<file path="src/rtl/bcd_calc_sequencer.sv">
// bcd_calc_sequencer
//
// Keypad front end for a 4-digit BCD add/subtract accumulator.
// - Collects decimal digits into an entry register.
// - Issues single-cycle add/sub commands with a stable operand.
// - Waits for the accumulator's carry/borrow chain to settle.
// - Implements clear-all by applying the negated accumulator value.
// - Selects what the 7-segment display shows.
//
// Ports
//   clk            rising-edge clock
//   reset          asynchronous reset, active low
//   key_valid      one-cycle key strobe
//   key_code       0-9 digit, 10 add, 11 sub, 12 clear-entry,
//                  13 clear-all, 14-15 ignored
//   acc_1..acc_4   accumulator BCD digits (low..high)
//   acc_negative   accumulator sign
//   operand_1..4   registered operand to the accumulator (low..high)
//   do_add/do_sub  registered single-cycle command pulses
//   disp_1..disp_4 displayed digits (low..high)
//   disp_neg       displayed sign
//   busy           high while a command is in flight
//   key_dropped    one-cycle pulse after a rejected key
module bcd_calc_sequencer #(
    parameter int SETTLE_CYCLES = 2
) (
    input  logic       clk,
    input  logic       reset,
    input  logic       key_valid,
    input  logic [3:0] key_code,
    input  logic [3:0] acc_1,
    input  logic [3:0] acc_2,
    input  logic [3:0] acc_3,
    input  logic [3:0] acc_4,
    input  logic       acc_negative,
    output logic [3:0] operand_1,
    output logic [3:0] operand_2,
    output logic [3:0] operand_3,
    output logic [3:0] operand_4,
    output logic       do_add,
    output logic       do_sub,
    output logic [3:0] disp_1,
    output logic [3:0] disp_2,
    output logic [3:0] disp_3,
    output logic [3:0] disp_4,
    output logic       disp_neg,
    output logic       busy,
    output logic       key_dropped
);

    // The settle counter only ever holds SETTLE_CYCLES-1 down to 0.
    localparam int CW = (SETTLE_CYCLES > 1) ? $clog2(SETTLE_CYCLES) : 1;
    localparam logic [CW-1:0] SETTLE_INIT = CW'(SETTLE_CYCLES - 1);

    typedef enum logic [2:0] {
        IDLE,
        ISSUE,
        SETTLE,
        CLR_ISSUE,
        CLR_SETTLE
    } state_t;

    state_t        state_q, state_d;
    logic [15:0]   entry_q, entry_d;
    logic [2:0]    count_q, count_d;
    logic          show_entry_q, show_entry_d;
    logic [15:0]   operand_q, operand_d;
    logic          do_add_q, do_add_d;
    logic          do_sub_q, do_sub_d;
    logic [CW-1:0] settle_q, settle_d;
    logic          key_dropped_q, key_dropped_d;

    // State register and all datapath flops.
    always_ff @(posedge clk or negedge reset) begin
        if (!reset) begin
            state_q       <= IDLE;
            entry_q       <= '0;
            count_q       <= '0;
            show_entry_q  <= 1'b1;
            operand_q     <= '0;
            do_add_q      <= 1'b0;
            do_sub_q      <= 1'b0;
            settle_q      <= '0;
            key_dropped_q <= 1'b0;
        end else begin
            state_q       <= state_d;
            entry_q       <= entry_d;
            count_q       <= count_d;
            show_entry_q  <= show_entry_d;
            operand_q     <= operand_d;
            do_add_q      <= do_add_d;
            do_sub_q      <= do_sub_d;
            settle_q      <= settle_d;
            key_dropped_q <= key_dropped_d;
        end
    end

    // Next-state and datapath update logic.
    always_comb begin
        state_d       = state_q;
        entry_d       = entry_q;
        count_d       = count_q;
        show_entry_d  = show_entry_q;
        operand_d     = operand_q;
        do_add_d      = 1'b0;
        do_sub_d      = 1'b0;
        settle_d      = settle_q;
        key_dropped_d = 1'b0;

        // Outside IDLE every meaningful key is rejected; 14-15 never count.
        if (state_q != IDLE && key_valid && key_code <= 4'd13) begin
            key_dropped_d = 1'b1;
        end

        case (state_q)
            IDLE: begin
                if (key_valid) begin
                    case (key_code)
                        4'd10: begin
                            operand_d = entry_q;
                            do_add_d  = 1'b1;
                            state_d   = ISSUE;
                        end
                        4'd11: begin
                            operand_d = entry_q;
                            do_sub_d  = 1'b1;
                            state_d   = ISSUE;
                        end
                        4'd12: begin
                            entry_d      = '0;
                            count_d      = '0;
                            show_entry_d = 1'b1;
                        end
                        4'd13: begin
                            // Cancel the accumulator with a single opposing command.
                            operand_d = {acc_4, acc_3, acc_2, acc_1};
                            do_add_d  = acc_negative;
                            do_sub_d  = ~acc_negative;
                            state_d   = CLR_ISSUE;
                        end
                        default: begin
                            if (key_code <= 4'd9) begin
                                if (count_q == 3'd4) begin
                                    key_dropped_d = 1'b1;
                                end else begin
                                    entry_d      = {entry_q[11:0], key_code};
                                    show_entry_d = 1'b1;
                                    // Leading zeros do not consume a digit position.
                                    if (!(key_code == 4'd0 && count_q == 3'd0)) begin
                                        count_d = count_q + 3'd1;
                                    end
                                end
                            end
                        end
                    endcase
                end
            end
            ISSUE: begin
                state_d  = SETTLE;
                settle_d = SETTLE_INIT;
            end
            CLR_ISSUE: begin
                state_d  = CLR_SETTLE;
                settle_d = SETTLE_INIT;
            end
            SETTLE, CLR_SETTLE: begin
                if (settle_q == '0) begin
                    entry_d      = '0;
                    count_d      = '0;
                    show_entry_d = 1'b0;
                    state_d      = IDLE;
                end else begin
                    settle_d = settle_q - CW'(1);
                end
            end
            default: begin
                state_d = IDLE;
            end
        endcase
    end

    // Outputs: registered command/operand, combinational display select.
    always_comb begin
        operand_1   = operand_q[3:0];
        operand_2   = operand_q[7:4];
        operand_3   = operand_q[11:8];
        operand_4   = operand_q[15:12];
        do_add      = do_add_q;
        do_sub      = do_sub_q;
        key_dropped = key_dropped_q;
        busy        = (state_q != IDLE);
        if (show_entry_q) begin
            disp_1   = entry_q[3:0];
            disp_2   = entry_q[7:4];
            disp_3   = entry_q[11:8];
            disp_4   = entry_q[15:12];
            disp_neg = 1'b0;
        end else begin
            disp_1   = acc_1;
            disp_2   = acc_2;
            disp_3   = acc_3;
            disp_4   = acc_4;
            disp_neg = acc_negative;
        end
    end

endmodule

</file>
<file path="config.mk">
export PLATFORM = sky130hd
export DESIGN_NAME = bcd_calc_sequencer
export DESIGN_NICKNAME = d
export VERILOG_FILES = /design/src/rtl/bcd_calc_sequencer.sv
export SDC_FILE = /design/constraint.sdc
export NUM_CORES = 1
export LEC_CHECK = 0
export CORE_UTILIZATION = 54
export CTS_BUF_LIST = sky130_fd_sc_hd__clkbuf_4 sky130_fd_sc_hd__clkbuf_8
export DETAILED_ROUTE_END_ITERATION = 6
export PLACE_DENSITY_LB_ADDON = 0.1
export SLEW_MARGIN = 20
export SYNTH_ARGS = -nofsm -noshare
export SYNTH_HDL_FRONTEND = slang
export SYNTH_SLANG_ARGS = --single-unit
</file>
<file path="constraint.sdc">
create_clock -name clk -period 2.9 [get_ports clk]
set_input_delay 0.58 -clock clk [delete_from_list [all_inputs] [get_ports clk]]
set_output_delay 0.58 -clock clk [all_outputs]
set_load 0.01 [all_outputs]
</file>
==> flow_summary.toml, run 1 <==
[clock_tree]
clkLatencyLatePin_ns = 0.29
clk_path_buf_depth = 2
cts_buffers = 5
path_clk_slew_ns = 0.08
post_cts_buffers = 0
cts_tree = "built"
cts.sinks = 43
cts-resized-gates = 0
cts_hold_buffers = 0
root_buffer = "clkbuf_8"
htree_levels = 2

[placed_design]
gp_congestion = 0.841
dp_hpwl_um = 3490
place_area_sq_um = 2910
portBuffers = 60

[setup_path]
required_ns = 2.32
crit_path_end_kind = "output pin"
worstPathArrival_ns = 2.00
rr_endpoint = "entry_q[15]$_DFFE_PN0P_"
ff2ff_path_depth = 7
r2r_start = "state_q[2]$_DFFE_PN0P_"
worstSetupPathType = "register to output pin"
cp-start-kind = "register"
critPathMaxFanout = 18
r2r_slack_ns = 0.92

[sta]
period_share_pct = 88.8
relSlewSlack_pct = 36.8
tightest_slew_ns = 0.948
slew_viol_final = 0
timing.hold.ws_ns = 0.434
fmax_mhz = 388
tns_ns = 0
clock-skew-final_ns = 0.00809
finalSetupViolCount = 0
finalHoldViolations = 0
min_period_ns = 2.57
rsz0062_at_grt = "no"

[logic_synthesis]
async_flop_share_pct = 100
synthFlopType = "dfrtp_1"
synth-seq-cells = 43
syn_area_sq_um = 2280
synth_edf_count = 0
ys_types = 38
yosys_warnings = 0
yosysSeqAreaShare_pct = 47.3
synth_nets = 254
synth_area_per_cell_sq_um = 9.99
synth_cells = 228

[grt]
grt_overflow = 0
grt_util_all_layers_pct = 24.6
antenna_found_initial = 0
grt_max_degree = 44
grt_pass1_wl_um = 8000
grt_pass1_vias = 1711

[floorplan]
die_w_um = 67.0
core_area_sq_um = 4030
std_cell_rows = 23
initial_utilization_pct = 56.6
dieArea_sq_um = 4480
fp.dieH_um = 67.0
pin_count = 61

[route]
wirelength_um = 5020
viasPerCell = 5.50
wl_met3_um = 196
first_pass_iters = 4
drtIter0Drc = 138
wl_per_cell_um = 14.8
wl_met2_um = 2490
drtAntennaViolNets = 0
top_layer = "met4"
vias = 1858
wl_met1_um = 2290
drcViolationCount = 0

[finish]
layout.nets = 313
final_cell_area_sq_um = 3030
area_growth_pct = 32.8
layout-drive-gt1-share_pct = 13.9
n_antenna_cell = 0

[outcome]
outcome = "completed"

[power]
irDropWorstVdd_v = 0.000709
leakage_nw = 1.37
power_mw = 2.72
p_per_area_nw_per_um2 = 900

[job]
maxCapViolCount = 0

[min_path]
hp-class = "input pin to async pin"
## layout by cell type (no fill, tap or decap), types with 2 or more instances in the layout
cell	instances
nand4b_1	2
nor2b_1	2
a211oi_1	2
mux2_2	18
clkdlybuf4s50_1	59
o21ai_0	17
nand2_1	6
nand3b_1	3
nor3_1	2
mux2i_1	18
ha_1	2
inv_1	21
clkbuf_8	6
nand3_1	18
nor2_1	21
a21oi_1	21
buf_4	7
o21ai_1	2
dfrtp_1	42
## power by group
group	switching, mW	internal, mW	leakage, nW
clock	0.204	0.279	0.0612
combinational	0.507	0.706	0.776
sequential	0.206	0.820	0.536
total	0.917	1.80	1.37
## metal layers
layer	track usage, %	vias to the layer above
met5	0	-
met1	32.9	900
met4	7.18	0
met2	39.4	47
li1	-	904
met3	5.65	7
## final cells by class
| class | count | area (sq um) |
|---|---|---|
| inverter | 21 | 78.8 |
| sequential | 43 | 1080 |
| multi-input combinational | 149 | 1040 |
| tap | 50 | 62.6 |
| timing repair buffer | 67 | 648 |
| fill | 306 | 1000 |
| clock buffer | 6 | 82.6 |
| clock inverter | 2 | 35.0 |
## critical path: stages (launching register included)
cell and delay, ns:
dfstp_2 0.83, mux2_2 0.40, clkdlybuf4s50_1 0.47
## logic make-up after synthesis
group | after synthesis | synth area share (%)
xor+xnor | 1 | 0.384
fa+ha+maj | 3 | 1.54
simple gates | 61 | 13.9
mux | 36 | 16.8
compound gates | 48 | 12.7
buf+inv | 36 | 7.36
flops | 43 | 47.3
## sequential cells by signal, summed over array words and instances, names as in the netlist
signal / count
entry_q: 16
operand_q: 16
count_q: 3
state_q: 3
do_add: 1
do_sub: 1
key_dropped: 1
settle_q: 1
show_entry_q: 1
## worst max-delay path by stage
stage	depth (start not counted)	slack, ns	startpoint	endpoint
CTS	2	0.32	show_entry_q$_DFFE_PN1P_	disp_1[0]
global placement	7	0.33	key_code[1]	entry_q[7]$_DFFE_PN0P_
finish	2	0.33	show_entry_q$_DFFE_PN1P_	disp_2[1]
detailed placement	7	0.25	key_code[1]	entry_q[7]$_DFFE_PN0P_
floorplan	7	0.80	key_code[2]	entry_q[15]$_DFFE_PN0P_
global route	2	0.26	show_entry_q$_DFFE_PN1P_	disp_2[1]
## per-stage QoR
stage               utilization, %  setup WS [ns]  instances
finish                        75.1          0.325        338
global route                  75.1          0.256        338
CTS                           75.1          0.316        338
global placement              72.2          0.334        330
detailed placement            72.2          0.254        330
floorplan                        -          0.804        228
## cell usage after synthesis, types with 2 or more instances
library cell / n / area share, %
nand3_1: 18 / 4.0
inv_1: 21 / 3.5
dfrtp_1: 42 / 46
buf_2: 3 / 0.66
ha_1: 2 / 1.1
nor3_1: 2 / 0.44
o21ai_0: 17 / 3.7
mux2i_1: 18 / 7.9
nor2_1: 21 / 3.5
nand3b_1: 3 / 0.99
mux2_2: 18 / 8.9
a21oi_1: 21 / 4.6
nor2b_1: 2 / 0.55
clkbuf_1: 5 / 0.82
buf_6: 3 / 1.5
a211oi_1: 2 / 0.66
nand2_1: 6 / 0.99
clkbuf_2: 2 / 0.44
nand4b_1: 2 / 0.77
o21ai_1: 2 / 0.44
No activity file was read; power rests on OpenSTA's default activity.
==> run 2: changes to the inputs <==
--- a/config.mk
+++ b/config.mk
@@ -8,7 +8,9 @@
 export CORE_UTILIZATION = 54
 export CTS_BUF_LIST = sky130_fd_sc_hd__clkbuf_4 sky130_fd_sc_hd__clkbuf_8
 export DETAILED_ROUTE_END_ITERATION = 6
+export HOLD_SLACK_MARGIN = 0.06
 export PLACE_DENSITY_LB_ADDON = 0.1
+export SETUP_SLACK_MARGIN = 0.5
 export SLEW_MARGIN = 20
 export SYNTH_ARGS = -nofsm -noshare
 export SYNTH_HDL_FRONTEND = slang
==> run 2 against run 1 <==
  * Total power is 0.59% lower
  * Sequential cell count stayed put
  * Non-clock buffer count up 5
  * Critical path depth rose by 1
  * Routed wire length is 2.4% higher
  * Worst setup slack improved by 0.29 ns
  * Via count up 0.54%
  * Clock power about the same
  * Clock skew about the same
  * Maximum frequency increased by 13%
  * Largest power group unchanged
==> flow_summary.toml, run 2 (synthesis results as in run 1) <==
[outcome]
outcome = "completed"

[floorplan]
dieArea_sq_um = 4480
pin_count = 61
initial_utilization_pct = 56.6
die_w_um = 67.0
std_cell_rows = 23
core_area_sq_um = 4030
fp.dieH_um = 67.0

[clock_tree]
root_buffer = "clkbuf_8"
cts.sinks = 43
htree_levels = 2
path_clk_slew_ns = 0.08
cts_hold_buffers = 0
clk_path_buf_depth = 2
cts_buffers = 5
cts_tree = "built"
clkLatencyLatePin_ns = 0.29

[finish]
post_layout_nonfiller_instances = 343
layout-drive-gt1-share_pct = 15.4
final_common_cell = "dfrtp_1"
area_growth_pct = 35.0
n_antenna_cell = 0
layout.nets = 318
utilization_pct = 76.3
final_cell_area_sq_um = 3080
largestRegisters = "entry_q x16, operand_q x16"
final_cell_mix = "dfrtp_1 (42), clkdlybuf4s50_1 (41), inv_1 (21), nor2_1 (21), a21oi_1 (21)"

[grt]
grt_use_met3_pct = 5.65
use_met2_pct = 40.2
grt_max_degree = 44
grt_pass1_wl_um = 8150
busiest_layer = "met2"
grt_pass1_vias = 1753
antenna_found_initial = 0
grtUsageMet1_pct = 33.7
grt_overflow = 0
grt_util_all_layers_pct = 25.2

[setup_path]
critPathMaxFanout = 8
required_ns = 2.32
rr_endpoint = "entry_q[15]$_DFFE_PN0P_"
worstPathArrival_ns = 1.71
worstSetupPathType = "register to output pin"
r2r_start = "state_q[1]$_DFFE_PN0P_"
cp-start-kind = "register"
crit_path_end_kind = "output pin"
ff2ff_path_depth = 7
r2r_slack_ns = 1.01

[sta]
timing.hold.ws_ns = 0.428
relSlewSlack_pct = 38.0
tightest_slew_ns = 0.930
slew_viol_final = 0
finalSetupViolCount = 0
fmax_mhz = 437
period_share_pct = 78.9
tns_ns = 0
finalHoldViolations = 0
min_period_ns = 2.29
worst_slack_ns = 0.613
clock-skew-final_ns = 0.00781
rsz0062_at_grt = "no"

[placed_design]
dp_cells = 330
gp_congestion = 0.841
portBuffers = 60
place_area_sq_um = 2910
dp_hpwl_um = 3490
post-place-ws_ns = 0.254

[route]
drcViolationCount = 0
drtIter0Drc = 142
wl_per_cell_um = 15.0
vias = 1868
first_pass_iters = 4
wirelength_um = 5130
viasPerCell = 5.45
drtAntennaViolNets = 0

[power]
power_mw = 2.71
leakage_nw = 1.49
p_per_area_nw_per_um2 = 880
irDropWorstVdd_v = 0.000629

[min_path]
hp-class = "input pin to async pin"

[job]
maxCapViolCount = 0
-- run 2: cell types whose count changed in the layout (fill, tap and decap cells not counted), sizes merged --
cell           before  now
clkdlybuf4s50      59   41
buf                 8   13
dlygate4sd2         0   15
dlymetal6s2s        0    3
-- run 2: area by class of cell --
class / count / area [sq um]
clock buffer: 6 / 82.6
clock inverter: 2 / 35.0
fill: 302 / 953
inverter: 21 / 78.8
multi-input combinational: 149 / 1040
sequential: 43 / 1080
tap: 50 / 62.6
timing repair buffer: 72 / 694
-- run 2: critical path, stage by stage, from the launching register on --
cell and delay (ns):
dfstp_4 0.64, buf_6 0.16, mux2_2 0.34, dlygate4sd2_1 0.28
-- run 2: repair_timing --
item / in CTS / in global routing
setup endpoints to repair: 16 / 18
gates cloned: 0 / 0
setup buffers: 3 / 2
resized for setup: 17 / 4
pin swaps: 0 / 1
-- run 2: power breakdown --
part | internal (mW) | switching [mW]
registers | 0.822 | 0.175
clock network | 0.279 | 0.205
logic | 0.674 | 0.550
-- run 2: per-layer routing --
layer / routed length, um / vias up
met3: 164 / 7
met5: 0 / -
met1: 2440 / 910
li1: - / 910
met4: 47 / 0
met2: 2480 / 41
-- run 2: worst max-delay path by stage --
stage / end / start
finish: disp_4[2] / show_entry_q$_DFFE_PN1P_
global route: disp_4[2] / show_entry_q$_DFFE_PN1P_
detailed placement: entry_q[7]$_DFFE_PN0P_ / key_code[1]
floorplan: entry_q[15]$_DFFE_PN0P_ / key_code[2]
global placement: entry_q[7]$_DFFE_PN0P_ / key_code[1]
CTS: disp_1[0] / show_entry_q$_DFFE_PN1P_
